==> src/rtl/rx_data_ctrl.sv <==
// rx_data_ctrl: DATA packet receive sequencer with length check; idle timeout is built only with RX_DATA_TIMEOUT_EN
module rx_data_ctrl #(
    parameter int          CNT_W   = 11,
    parameter logic [15:0] TIMEOUT = 16'd1000
) (
    input  logic             clk,
    input  logic             rst,
    input  logic             rx_arm,
    input  logic             rx_abort,
    input  logic [CNT_W-1:0] rx_max_len,
    input  logic             rx_sop_en,
    input  logic             rx_lt_eop_en,
    input  logic             rx_lt_valid,
    input  logic             rx_lt_ready,
    output logic             rx_data_on,
    output logic             rx_busy,
    output logic [CNT_W-1:0] rx_len,
    output logic             rx_done,
    output logic             rx_err_len,
    output logic             rx_timeout
);
    localparam logic [1:0] IDLE = 2'd0, ARMED = 2'd1, DATA = 2'd2, DONE = 2'd3;
    logic [1:0] state_q, state_d;
    logic [CNT_W-1:0] limit_q, limit_d, cnt_q, cnt_d, len_q, len_d, cnt_inc;
    logic data_on_q, data_on_d, done_q, done_d, err_q, err_d, to_q, to_d;
    logic beat, over, tmo;
    assign beat    = rx_lt_valid && rx_lt_ready;
    assign cnt_inc = (beat && cnt_q != '1) ? cnt_q + CNT_W'(1) : cnt_q;
    assign over    = cnt_inc > limit_q;
`ifdef RX_DATA_TIMEOUT_EN
    logic [15:0] idle_q, idle_d;
    logic waiting;
    assign waiting = (state_q == ARMED || state_q == DATA) && !rx_sop_en && !beat;
    assign tmo     = waiting && (idle_q + 16'd1 == TIMEOUT);
    assign idle_d  = (waiting && state_d == state_q) ? idle_q + 16'd1 : 16'd0;
    always_ff @(posedge clk or posedge rst)
        if (rst) idle_q <= 16'd0;
        else     idle_q <= idle_d;
`else
    assign tmo = 1'b0;
`endif
    always_comb begin
        state_d = state_q;
        limit_d = limit_q;
        cnt_d   = cnt_q;
        len_d   = len_q;
        done_d  = 1'b0;
        err_d   = 1'b0;
        to_d    = 1'b0;
        if (rx_abort) state_d = IDLE;
        else case (state_q)
            IDLE: if (rx_arm) begin
                state_d = ARMED;
                limit_d = rx_max_len;
            end
            ARMED: if (rx_sop_en) begin
                state_d = DATA;
                cnt_d   = '0;
                len_d   = '0;
            end else if (tmo) begin
                state_d = IDLE;
                to_d    = 1'b1;
            end
            DATA: begin
                cnt_d = cnt_inc;
                len_d = cnt_inc;
                if (over) begin
                    state_d = IDLE;
                    err_d   = 1'b1;
                end else if (rx_lt_eop_en) begin
                    state_d = DONE;
                    done_d  = 1'b1;
                end else if (tmo) begin
                    state_d = IDLE;
                    to_d    = 1'b1;
                end
            end
            default: state_d = IDLE;
        endcase
        data_on_d = state_d == ARMED || state_d == DATA;
    end
    always_ff @(posedge clk or posedge rst)
        if (rst) begin
            state_q   <= IDLE;
            limit_q   <= '0;
            cnt_q     <= '0;
            len_q     <= '0;
            data_on_q <= 1'b0;
            done_q    <= 1'b0;
            err_q     <= 1'b0;
            to_q      <= 1'b0;
        end else begin
            state_q   <= state_d;
            limit_q   <= limit_d;
            cnt_q     <= cnt_d;
            len_q     <= len_d;
            data_on_q <= data_on_d;
            done_q    <= done_d;
            err_q     <= err_d;
            to_q      <= to_d;
        end
    assign rx_data_on = data_on_q;
    assign rx_busy    = state_q != IDLE;
    assign rx_len     = len_q;
    assign rx_done    = done_q;
    assign rx_err_len = err_q;
    assign rx_timeout = to_q;
endmodule

==> config.mk <==
export PLATFORM = sky130hd
export DESIGN_NAME = rx_data_ctrl
export DESIGN_NICKNAME = d
export VERILOG_FILES = /design/src/rtl/rx_data_ctrl.sv
export SDC_FILE = /design/constraint.sdc
export NUM_CORES = 1
export LEC_CHECK = 0
export CAP_MARGIN = 20
export CORE_MARGIN = 1
export CORE_UTILIZATION = 32
export DETAILED_ROUTE_END_ITERATION = 6
export GPL_ROUTABILITY_DRIVEN = 0
export PLACE_DENSITY = 0.64
export SETUP_SLACK_MARGIN = 0.4
export SYNTH_ARGS = -nofsm -noshare
export SYNTH_HDL_FRONTEND = slang
export SYNTH_SLANG_ARGS = --single-unit
==> constraint.sdc <==
create_clock -name clk -period 7 [get_ports clk]
set_input_delay 1.05 -clock clk [delete_from_list [all_inputs] [get_ports clk]]
set_output_delay 1.05 -clock clk [all_outputs]
set_load 0.005 [all_outputs]
==> impl_metrics.env, run 1 <==
export IMPL_hold_class="flip-flop to flip-flop"
export IMPL_netlist_instances=201
export IMPL_final_cell_mix="clkdlybuf4s50_1, dfrtp_1, nand2_1"
export IMPL_clk_path_buf_depth=2
export IMPL_dr_pass1_iters=4
export IMPL_cts_root_buf="clkbuf_8"
export IMPL_first_global_vias=1439
export IMPL_yosysSeqAreaShare_pct=37.4
export IMPL_grt_pass1_wl_um=6870
export IMPL_yosysUniqueCellTypes=47
export IMPL_hpwl_um=2960
export IMPL_placement_io_buffers=33
export IMPL_p_leak_nw=0.949
export IMPL_die_w_um=77.1
export IMPL_cts_sinks=27
export IMPL_design_area_um2=2240
export IMPL_fmax_mhz=273
export IMPL_area_delta_synth_final_pct=23.8
export IMPL_synthArstFlopShare_pct=100
export IMPL_cts_tree="built"
export IMPL_reg2reg_slack_ps=3710
export IMPL_rows=26
export IMPL_num_fill_cells=557
export IMPL_clk_insertion_delay_late_ps=280
export IMPL_final_common_cell="clkdlybuf4s50_1"
export IMPL_power_switching_w=0.000130
export IMPL_die_area_um2=5950
export IMPL_core_area_um2=5270
export IMPL_min_period_ps=3660
export IMPL_cts_htree_levels=1
export IMPL_finalSetupTns_ps=0
export IMPL_antennaDiodeCount=0
export IMPL_path_clk_slew_ps=110
export IMPL_routed_wirelength_um=3960
export IMPL_antenna_found_initial=0
export IMPL_fin_skew_ps=10.4
export IMPL_p_clk_share_pct=23.1
export IMPL_synth_seq_cells=27
export IMPL_numCtsBuffers=3
export IMPL_vias=1545
export IMPL_wl_per_cell_um=13.2
export IMPL_start_util_pct=34.3
export IMPL_synth_nets=232
export IMPL_report_final_slew_viol_count=0
export IMPL_arrival_ps=3820
export IMPL_ant_nets=0
export IMPL_critPathCaptureType="flip-flop"
export IMPL_path_class="input pin to flip-flop"
export IMPL_power_internal_w=0.000278
export IMPL_synth_cell_area_um2=1810
export IMPL_start_kind="input pin"
export IMPL_ff_latch_area_um2=676
export IMPL_worst_pin_slew_ps=569
export IMPL_nNetsFinal=262
export IMPL_relSlewSlack_pct=62.1
export IMPL_synth_edf_count=0
export IMPL_final_period_utilization_pct=52.3
export IMPL_grt_usage_pct=14.5
export IMPL_drc=0
export IMPL_peakVddDrop_mv=0.131
export IMPL_avgSynthCellArea_um2=8.99
export IMPL_p_comb_share_pct=29.6
export IMPL_io_pins=35
export IMPL_rsz0062_at_grt="false"
export IMPL_p_seq_share_pct=47.3
export IMPL_routed_via_density=5.15
export IMPL_cts_resized=0
export IMPL_worstPathMaxFanout=5
export IMPL_drt_iter0_drc=102
export IMPL_drv_cap=0
export IMPL_placed_cell_area_um2=2160
export IMPL_grt_max_degree=28
export IMPL_die_h_um=77.1
export IMPL_cp_required_ps=7150
export IMPL_setup_viol=0
export IMPL_post_cts_buffers=0
export IMPL_finalHoldViolCount=0
export IMPL_p_sw_share_pct=31.9
export IMPL_cellPowerDensity_nw_per_um2=183
export IMPL_layout_drive_gt1_share_pct=9.13
export IMPL_run_status="complete, no violations"
export IMPL_yosysWarningCount=0
export IMPL_synth_top_flop_cell="dfrtp_1"
export IMPL_multi_input_area_um2=1000
export IMPL_grt_remaining_overflow=0
export IMPL_hold_buffers=0
[final cells by class]
type                    count  share of cell area, %
flip-flops and latches     27                   30.2
clock inverters             1                  0.336
clock buffers               3                   1.85
inverters                  16                   2.69
well taps                  70                   3.92
multi-input cells         147                   44.7
repair buffers             36                   16.3
[cells by family after synthesis]
logic type               share of synthesized area, %
AND/OR/NAND/NOR                                  23.0
XOR/XNOR                                         3.88
other                                           0.208
adder cells (fa/ha/maj)                          8.31
multiplexers                                     2.91
flip-flops                                       37.4
AO/OA/AOI/OAI                                    16.8
buffers and inverters                            7.55
[metrics by stage]
stage          instances  util, %  hold WS (ps)  power [W]  setup WS, ps
2_1_floorplan        201        -           487   0.000273          3870
5_1_grt              300     42.4           576   0.000439          3060
6_report             300     42.4           552   0.000409          3340
3_3_place_gp         294     41.0           525   0.000314          3170
3_5_place_dp         294     41.0           538   0.000316          3050
4_1_cts              298     41.9           557   0.000412          3340
[routing by layer]
layer / GRT usage (%) / share of wire (%)
met1: 20.9 / 48
met2: 20.8 / 44
met3: 3.45 / 5.9
met4: 4.91 / 2.0
met5: 0 / 0
[worst paths after layout]
kind | start | endpoint | cells past startpoint
max in group asynchronous | rst | rx_len[2]$_DFFE_PP0P_ | 3
min in group asynchronous | rst | rx_err_len$_DFF_PP0_ | 2
hold / removal | limit_q[8]$_DFFE_PP0P_ | limit_q[8]$_DFFE_PP0P_ | 2
setup reg to reg | rx_len[0]$_DFFE_PP0P_ | rx_done$_DFF_PP0_ | 10
hold reg to reg | limit_q[8]$_DFFE_PP0P_ | limit_q[8]$_DFFE_PP0P_ | 2
setup / recovery | rx_lt_valid | rx_done$_DFF_PP0_ | 9
[power groups by stage]
stage               registers, W  logic (W)  clock network [W]
finish                  0.000193   0.000121          0.0000942
global route            0.000197   0.000139           0.000104
CTS                     0.000194   0.000120          0.0000980
detailed placement      0.000197   0.000119                  0
global placement        0.000196   0.000118                  0
floorplan               0.000190  0.0000823                  0
[Yosys cell counts, types with 2 or more instances]
cell type	number	area, um^2
dfrtp_1	27	676
nand2_1	24	90.1
inv_1	16	60.1
nor2_1	16	60.1
ha_1	12	150
o21ai_0	12	60.1
nand3_1	8	40.0
a21oi_1	6	30.0
xnor2_1	6	52.6
nor3_1	5	25.0
buf_2	4	20.0
nand4_1	4	25.0
a31o_2	3	26.3
buf_6	3	33.8
mux2i_1	3	30.0
nand2b_1	3	18.8
nor3b_1	3	22.5
o211ai_1	3	22.5
a211o_1	2	17.5
a211oi_1	2	15.0
a311o_1	2	20.0
a31oi_1	2	12.5
and3_1	2	12.5
buf_4	2	15.0
clkbuf_1	2	7.51
mux2_2	2	22.5
nand3b_1	2	15.0
o2111ai_1	2	17.5
o31ai_1	2	15.0
or2_2	2	12.5
or4_1	2	15.0
xor2_1	2	17.5
[state kept, by name, indices dropped and copies added (netlist names)]
| signal | count |
|---|---|
| rx_len | 11 |
| rx_done | 1 |
| rx_data_on | 1 |
| rx_err_len | 1 |
| limit_q | 11 |
| state_q | 2 |
[worst max-delay path, stage by stage]
cell and delay, ps:
clkdlybuf4s50_1 450, nand2_1 160, nor3_1 330, mux2_2 380, ha_1 290, nand4_1 170, nor3_1 430, inv_1 110
a2111oi_0 440
Note: power is estimated with default switching activity, not from simulation.
==> run 2, diff against run 1 <==
--- a/config.mk
+++ b/config.mk
@@ -10,7 +10,7 @@
 export CORE_UTILIZATION = 32
 export DETAILED_ROUTE_END_ITERATION = 6
 export GPL_ROUTABILITY_DRIVEN = 0
-export PLACE_DENSITY = 0.64
+export PLACE_DENSITY = 0.66
 export SETUP_SLACK_MARGIN = 0.4
 export SYNTH_ARGS = -nofsm -noshare
 export SYNTH_HDL_FRONTEND = slang
==> constraint.sdc (replaced) <==
create_clock -name clk -period 3.3 [get_ports clk]
set_input_delay 0.495 -clock clk [delete_from_list [all_inputs] [get_ports clk]]
set_output_delay 0.495 -clock clk [all_outputs]
set_load 0.005 [all_outputs]
==> run 2 against run 1 <==
  * Combinational power rose by 140%
  * Via count rose by 2.9%
  * Routed wire length rose by 5.5%
  * Largest cell class unchanged
  * Die area did not move
  * Highest routed layer unchanged
  * Global-route usage rose by 0.28 points
  * Utilization rose by 2.4 points
  * Design area rose by 5.7%
  * Sequential power rose by 110%
  * Clock power rose by 110%
  * Non-clock buffer count rose by 12
==> impl_metrics.env, run 2 (synthesis gave the netlist of run 1 again) <==
export IMPL_die_h_um=77.1
export IMPL_grt_usage_pct=14.8
export IMPL_path_cells="ha_4, and3_4, a311o_2, nor2_2, xor2_1, ha_1, nand4_1, a211o_1, o2111ai_2, buf_4, a211oi_2"
export IMPL_numCtsBuffers=3
export IMPL_final_period_utilization_pct=85.0
export IMPL_critical_path_max_stage_delay_ps=450
export IMPL_fin_util_pct=44.8
export IMPL_path_class="flip-flop to flip-flop"
export IMPL_dp_cells=300
export IMPL_ff_latch_area_um2=678
export IMPL_fmax_mhz=357
export IMPL_routed_via_density=5.10
export IMPL_finalHoldViolCount=0
export IMPL_antenna_found_initial=0
export IMPL_start_util_pct=34.3
export IMPL_cts_htree_levels=1
export IMPL_placement_io_buffers=33
export IMPL_grt_remaining_overflow=0
export IMPL_area_delta_synth_final_pct=30.8
export IMPL_start_kind="flip-flop"
export IMPL_grt_pass1_wl_um=6940
export IMPL_cts_tree="built"
export IMPL_setup_viol=0
export IMPL_clk_insertion_delay_late_ps=280
export IMPL_cellPowerDensity_nw_per_um2=379
export IMPL_io_pins=35
export IMPL_die_w_um=77.1
export IMPL_vias=1590
export IMPL_drv_cap=0
export IMPL_grt_max_degree=28
export IMPL_antennaDiodeCount=0
export IMPL_cp_slowest_cell="dfrtp_2"
export IMPL_rsz0062_at_grt="true"
export IMPL_ant_nets=0
export IMPL_power_total_w=0.000895
export IMPL_power_internal_w=0.000611
export IMPL_critPathCaptureType="flip-flop"
export IMPL_dr_pass1_iters=5
export IMPL_stdcell_count=312
export IMPL_p_comb_share_pct=32.4
export IMPL_hpwl_um=3050
export IMPL_power_switching_w=0.000285
export IMPL_hold_class="flip-flop to flip-flop"
export IMPL_cp_required_ps=3490
export IMPL_arrival_ps=3000
export IMPL_core_area_um2=5270
export IMPL_peakVddDrop_mv=0.198
export IMPL_die_area_um2=5950
export IMPL_path_clk_slew_ps=100
export IMPL_p_clk_share_pct=21.7
export IMPL_p_sw_share_pct=31.8
export IMPL_p_leak_nw=1.01
export IMPL_drc=0
export IMPL_min_period_ps=2800
export IMPL_finalSetupTns_ps=0
export IMPL_rows=26
export IMPL_clk_path_buf_depth=2
export IMPL_num_fill_cells=539
export IMPL_first_global_vias=1486
export IMPL_routed_wirelength_um=4180
export IMPL_drt_iter0_drc=61
export IMPL_wl_per_cell_um=13.4
export IMPL_cts_root_buf="clkbuf_8"
export IMPL_fin_skew_ps=4.20
export IMPL_report_final_slew_viol_count=0
export IMPL_nNetsFinal=274
export IMPL_p_seq_share_pct=45.8
export IMPL_final_common_cell="clkdlybuf4s50_1"
export IMPL_cts_sinks=27
export IMPL_run_status="complete, no violations"
export IMPL_worstPathMaxFanout=6
export IMPL_layout_drive_gt1_share_pct=18.2
export IMPL_final_cell_mix="clkdlybuf4s50_1, dfrtp_1, nand2_1"
export IMPL_multi_input_area_um2=1050
==> run 2: timing repair <==
item	CTS	global route
endpoints found under the setup margin	4	5
hold endpoints to repair	0	0
setup buffers	2	6
pin swaps	2	7
resized for setup	4	9
hold buffers	0	0
==> run 2: critical path, delay by kind of cell, from the launching register on <==
| family | cells | cell delay [ps] |
|---|---|---|
| buf+inv | 1 | 190 |
| fa+ha+maj | 2 | 460 |
| compound gates | 4 | 930 |
| xor+xnor | 1 | 180 |
| simple gates | 3 | 510 |
| flops | 1 | 450 |
==> run 2: layer usage <==
metal	up-vias	share of wire [%]	global-route usage, %	wire, um
li1	794	-	-	-
met5	-	0	0	0
met3	5	5.2	2.74	219
met4	0	1.3	5.47	53
met2	44	45	22.2	1900
met1	747	48	20.8	2010
==> run 2: path summary, 6_finish.rpt <==
check                                       start                endpoint  slack (ps)  cells past startpoint
min reg2reg                rx_len[10]$_DFFE_PP0P_  rx_len[10]$_DFFE_PP0P_         550                      2
min                        rx_len[10]$_DFFE_PP0P_  rx_len[10]$_DFFE_PP0P_         550                      2
max reg2reg                 rx_len[0]$_DFFE_PP0P_    state_q[0]$_DFF_PP0_         500                     11
max in group asynchronous                     rst   rx_len[0]$_DFFE_PP0P_        2450                      3
max                         rx_len[0]$_DFFE_PP0P_    state_q[0]$_DFF_PP0_         500                     11
min in group asynchronous                     rst    rx_data_on$_DFF_PP0_         570                      3
==> run 2: final cells by class <==
class / count / share of cell area (%)
Clock buffer: 3 / 1.75
Clock inverter: 1 / 0.212
Inverter: 16 / 2.54
Multi-Input combinational cell: 147 / 44.4
Sequential cell: 27 / 28.7
Tap cell: 70 / 3.71
Timing Repair Buffer: 48 / 18.7
==> run 2: power groups by stage <==
stage                     sequential (W)  combinational, W  clock (W)
after floorplan                 0.000404          0.000175          0
after global placement          0.000416          0.000254          0
after detailed placement        0.000417          0.000260          0
after CTS                       0.000411          0.000268   0.000198
after global routing            0.000417          0.000332   0.000216
final                           0.000410          0.000290   0.000195
==> run 2: metrics by stage <==
step	setup WS, ps	instance area (um^2)	hold WS, ps
finish	495	2360	554
detailed placement	115	2210	526
floorplan	407	1810	487
global placement	192	2210	528
CTS	416	2280	554
global route	321	2360	578
